**src/rtl/spike_rate_decoder.sv**
```systemverilog
// Spike rate decoder: counts spikes sampled on tick cycles over a window of
// 2^WINDOW_LOG2 ticks and publishes the count with a one-cycle valid strobe.
// Optional feature macro: RATE_SMOOTH_EN (EMA smoothing of the published rate).
module spike_rate_decoder #(
  parameter int WINDOW_LOG2  = 8,
  parameter int CNT_W        = 8,
  parameter int SMOOTH_SHIFT = 2
) (
  input  logic                   clk,
  input  logic                   rst_n,
  input  logic                   tick,
  input  logic                   spike,
  input  logic                   clear,
  output logic [CNT_W-1:0]       rate,
  output logic                   rate_valid,
  output logic                   rate_sat,
  output logic [WINDOW_LOG2-1:0] win_phase
);

  localparam logic [CNT_W-1:0]       CNT_MAX   = {CNT_W{1'b1}};
  localparam logic [WINDOW_LOG2-1:0] PHASE_END = {WINDOW_LOG2{1'b1}};

  logic [CNT_W-1:0]       count_r;
  logic                   sat_r;
  logic [WINDOW_LOG2-1:0] phase_r;
  logic [CNT_W-1:0]       rate_r;
  logic                   rate_sat_r;
  logic                   valid_r;

  logic [CNT_W:0]   sum_s;
  logic             ovf_s;
  logic [CNT_W-1:0] final_s;
  logic             last_s;
  logic [CNT_W-1:0] next_rate_s;

  // Saturating count+spike; also the value published on the last tick
  always_comb begin
    sum_s   = {1'b0, count_r} + (CNT_W+1)'(spike);
    ovf_s   = sum_s[CNT_W];
    last_s  = (phase_r == PHASE_END);
    if (ovf_s) begin
      final_s = CNT_MAX;
    end else begin
      final_s = sum_s[CNT_W-1:0];
    end
  end

`ifdef RATE_SMOOTH_EN
  logic                 primed_r;
  logic signed [CNT_W:0]   diff_s;
  logic signed [CNT_W:0]   step_s;
  logic signed [CNT_W+1:0] ema_s;

  // EMA update in signed arithmetic; first window after reset/clear loads directly
  always_comb begin
    diff_s = $signed({1'b0, final_s}) - $signed({1'b0, rate_r});
    step_s = diff_s >>> SMOOTH_SHIFT;
    ema_s  = $signed({2'b00, rate_r}) + $signed({step_s[CNT_W], step_s});
    if (!primed_r) begin
      next_rate_s = final_s;
    end else if (ema_s[CNT_W+1]) begin
      next_rate_s = {CNT_W{1'b0}};
    end else if (ema_s[CNT_W]) begin
      next_rate_s = CNT_MAX;
    end else begin
      next_rate_s = ema_s[CNT_W-1:0];
    end
  end

  // Primed flag: set once a full window has been published since reset/clear
  always_ff @(posedge clk or negedge rst_n) begin
    if (!rst_n) begin
      primed_r <= 1'b0;
    end else if (clear) begin
      primed_r <= 1'b0;
    end else if (tick && last_s) begin
      primed_r <= 1'b1;
    end else begin
      primed_r <= primed_r;
    end
  end
`else
  // Without smoothing the raw window count is published directly
  always_comb begin
    next_rate_s = final_s;
  end
`endif

  // Window counter, spike counter and publish registers (clear > tick > hold)
  always_ff @(posedge clk or negedge rst_n) begin
    if (!rst_n) begin
      count_r    <= {CNT_W{1'b0}};
      sat_r      <= 1'b0;
      phase_r    <= {WINDOW_LOG2{1'b0}};
      rate_r     <= {CNT_W{1'b0}};
      rate_sat_r <= 1'b0;
      valid_r    <= 1'b0;
    end else if (clear) begin
      count_r <= {CNT_W{1'b0}};
      sat_r   <= 1'b0;
      phase_r <= {WINDOW_LOG2{1'b0}};
      valid_r <= 1'b0;
    end else if (tick) begin
      phase_r <= phase_r + WINDOW_LOG2'(1);
      if (last_s) begin
        rate_r     <= next_rate_s;
        rate_sat_r <= sat_r | ovf_s;
        count_r    <= {CNT_W{1'b0}};
        sat_r      <= 1'b0;
        valid_r    <= 1'b1;
      end else begin
        count_r <= final_s;
        sat_r   <= sat_r | ovf_s;
        valid_r <= 1'b0;
      end
    end else begin
      valid_r <= 1'b0;
    end
  end

  assign rate       = rate_r;
  assign rate_valid = valid_r;
  assign rate_sat   = rate_sat_r;
  assign win_phase  = phase_r;

endmodule
```
**config.mk**
```make
export PLATFORM = sky130hd
export DESIGN_NAME = spike_rate_decoder
export DESIGN_NICKNAME = d
export VERILOG_FILES = /design/src/rtl/spike_rate_decoder.sv
export SDC_FILE = /design/constraint.sdc
export NUM_CORES = 1
export LEC_CHECK = 0
export ABC_AREA = 1
export CELL_PAD_IN_SITES_DETAIL_PLACEMENT = 1
export CELL_PAD_IN_SITES_GLOBAL_PLACEMENT = 1
export CORE_ASPECT_RATIO = 0.75
export CORE_MARGIN = 2
export CORE_UTILIZATION = 43
export CTS_BUF_LIST = sky130_fd_sc_hd__clkbuf_8
export CTS_CLUSTER_DIAMETER = 80
export DETAILED_ROUTE_END_ITERATION = 10
export PLACE_DENSITY = 0.94
export SLEW_MARGIN = 20
export SYNTH_ARGS = -nofsm -noshare
export SYNTH_HDL_FRONTEND = slang
export SYNTH_SLANG_ARGS = --single-unit
```
**constraint.sdc**
```tcl
create_clock -name clk -period 3.9 [get_ports clk]
set_clock_uncertainty 0.2 [all_clocks]
set_input_delay 0.585 -clock clk [delete_from_list [all_inputs] [get_ports clk]]
set_output_delay 0.585 -clock clk [all_outputs]
set_load 0.01 [all_outputs]
```
==> impl_metrics.ini <==
[sta]
hold_viol = 0
slew-limit-headroom_pct = 66.62
tightest_slew_ns = 0.5007
slew_violations = 0
min_period_ns = 2.146
setup_viol = 0
fin_crit_sh_pct = 55.03
hold_slack_ns = 0.2841
final.setup.tns_ns = 0
rsz0062_at_grt = false
fmaxAchievable_mhz = 465.9

[clock_tree]
clkTransAtPathRegs_ns = 0.09
clk_path_buf_depth = 2
insertion_delay_ns = 0.27
htree_levels = 1
cts_sinks = 27
numCtsBuffers = 3
cts_hold_buf = 0
root_buffer = clkbuf_8
cts_setup_buffers = 0
ctsResizeCount = 0
cts_tree = built

[logic_synthesis]
yosysSeqAreaShare_pct = 49.77
synth_area_leaders = dfrtp_1 50%, nand2_1 21%, inv_1 3.9%
avgSynthCellArea_sq_um = 8.033
synth.top_cell.area_share_pct = 49.77
yosysTopAreaCell = dfrtp_1
yosys_warnings = 0
synth_cells = 169
synthesis.nets = 177
synthesis.area_sq_um = 1358
yosysUniqueCellTypes = 25
synth.ff_latch_count = 27

[placed_design]
port_buffers = 22
gp_congestion = 0.7992
dp_cells = 230
hpwlAfterDp_um = 2671

[grt]
grt_usage_pct = 23.09
grt_pass1_vias = 1308
antenna_found_initial = 0
grt_overflow = 0
grt_max_degree = 28
grt_pass1_wl_um = 6106

[worst_setup_path]
end_kind = flip-flop
worst_path_largest_cell_delay_ns = 0.46
cp_max_fo = 8
path_class = input port to flip-flop
cp_slowest_cell = clkdlybuf4s50_1
rrSetupSlack_ns = 2.16
crit_path_start_kind = input port
cp_cell_sequence = clkdlybuf4s50_1 > ha_1 > ha_1 > nand3_2 > nor2_2 > nand2_2 > nand2_1 > nand2_1 > o21ai_1
arrival_ns = 2.15
worstReg2RegStart = count_r[0]
ff2ff_path_depth = 8
worst_r2r_endpoint = rate[3]
critPathRequiredTime_ns = 3.90

[drt]
dr_total_vias = 1203
vias_per_cell = 5.141
wl_per_cell_um = 14.92
routed.top_layer = met4
drcViolationCount = 0
first_pass_iters = 4
drt_iter0_markers = 52
drt-met1-wl_um = 1646
wirelength_um = 3491
met3_length_um = 114
dr_wl_met2_um = 1685
antenna_left = 0

[die]
initial_utilization_pct = 45.59
die_w_um = 68.88
ioPinCount = 23
rows = 17
core_area_sq_um = 2978
die_y_um = 52.66
dieArea_sq_um = 3627

[power]
power_switching_mw = 0.1073
leakage_nw = 0.8366
p_total_mw = 0.4729
ir_drop_uv = 184.2
seq_power_share_pct = 60.4
sw_frac_of_total_pct = 22.68
clkPwrFrac_pct = 32.5
power.internal_mw = 0.3656
power_density_nw_per_um2 = 281.9
comb_power_share_pct = 7.2

[worst_hold_path]
min_to = rate[4]
hold_path.class = flip-flop to flip-flop
hold_depth = 2
hp-start = rate[4]

[final_layout]
layout_common_cells = 75 x nand2_1, 27 x dfrtp_1, 22 x clkdlybuf4s50_1
area_growth_pct = 23.59
nets = 205
layout_commonest_cell = nand2_1
utilization_pct = 56.34
drive_gt1_share_pct = 10.20
final_cell_count_no_fill = 234
antennaDiodeCount = 0

[flow_run]
maxCapViolCount = 0

[run_status]
status = finished clean
power groups by stage:
| stage | Sequential (mW) | Clock [mW] | Combinational [mW] |
|---|---|---|---|
| global route | 0.286 | 0.172 | 0.0377 |
| global placement | 0.291 | 0 | 0.0329 |
| detailed placement | 0.291 | 0 | 0.0347 |
| floorplan | 0.292 | 0 | 0.0129 |
| CTS | 0.285 | 0.157 | 0.0348 |
| finish | 0.285 | 0.154 | 0.0340 |
per-layer routing:
metal	track usage [%]	up-vias
met5	0	-
li1	-	582
met4	6.863	0
met2	38.30	20
met1	29.73	595
met3	5.591	6
registers in the layout (all words and copies together) (netlist names):
| signal | cells |
|---|---|
| rate_sat | 1 |
| count_r | 8 |
| sat_r | 1 |
| rate_valid | 1 |
| win_phase | 8 |
| rate | 8 |
through the flow:
| stage | worst slack [ns] | cell area, sq um |
|---|---|---|
| after floorplan | 2.126 | 1358 |
| after global placement | 1.580 | 1633 |
| after detailed placement | 1.472 | 1633 |
| after CTS | 1.756 | 1678 |
| after global routing | 1.636 | 1678 |
| final | 1.754 | 1678 |
critical path: cells and delay by family:
kind / cells / cell delay [ns]
buffers and inverters: 1 / 0.46
and+or+nand+nor: 5 / 0.60
adders and majority gates: 2 / 0.42
AOI/OAI and AO/OA: 1 / 0.09
kinds of logic after synthesis:
kind of cell / after synthesis / synth area share [%]
compound gates: 17 / 7.742
xor+xnor: 1 / 0.6453
fa+ha+maj: 3 / 2.765
buf+inv: 16 / 4.792
flops: 27 / 49.77
simple gates: 105 / 34.29
worst max-delay path by stage:
stage	startpoint	slack, ns	end	depth (start not counted)
floorplan	spike	2.13	count_r[5]	8
global placement	spike	1.58	count_r[5]	9
detailed placement	spike	1.47	count_r[5]	9
CTS	spike	1.76	count_r[5]	9
global route	spike	1.64	count_r[5]	9
finish	spike	1.75	count_r[1]	9
cell type report:
type                            instances  area, sq um
Sequential cell                        27        675.6
Clock inverter                          1        3.754
Timing Repair Buffer                   23        227.7
Multi-Input combinational cell        126        616.8
Inverter                               16        65.06
Tap cell                               38        47.55
Clock buffer                            3        41.29
Fill cell                             378         1300
cell usage after synthesis:
cell type / number
nand3_1: 6
ha_1: 3
o21ai_0: 7
nor2_1: 9
nor2_4: 2
nor3_1: 1
a21oi_1: 4
inv_6: 1
nand3_2: 1
a21oi_2: 1
inv_1: 14
inv_2: 1
nand2_1: 75
nor2_2: 3
o21bai_2: 1
or2_0: 1
dfrtp_1: 27
o21a_1: 1
nand2_2: 4
xor2_1: 1
a22o_1: 1
o21ai_1: 1
nand3_4: 1
o21ai_2: 1
nor3b_1: 2
(Power assumes the default switching activity.)
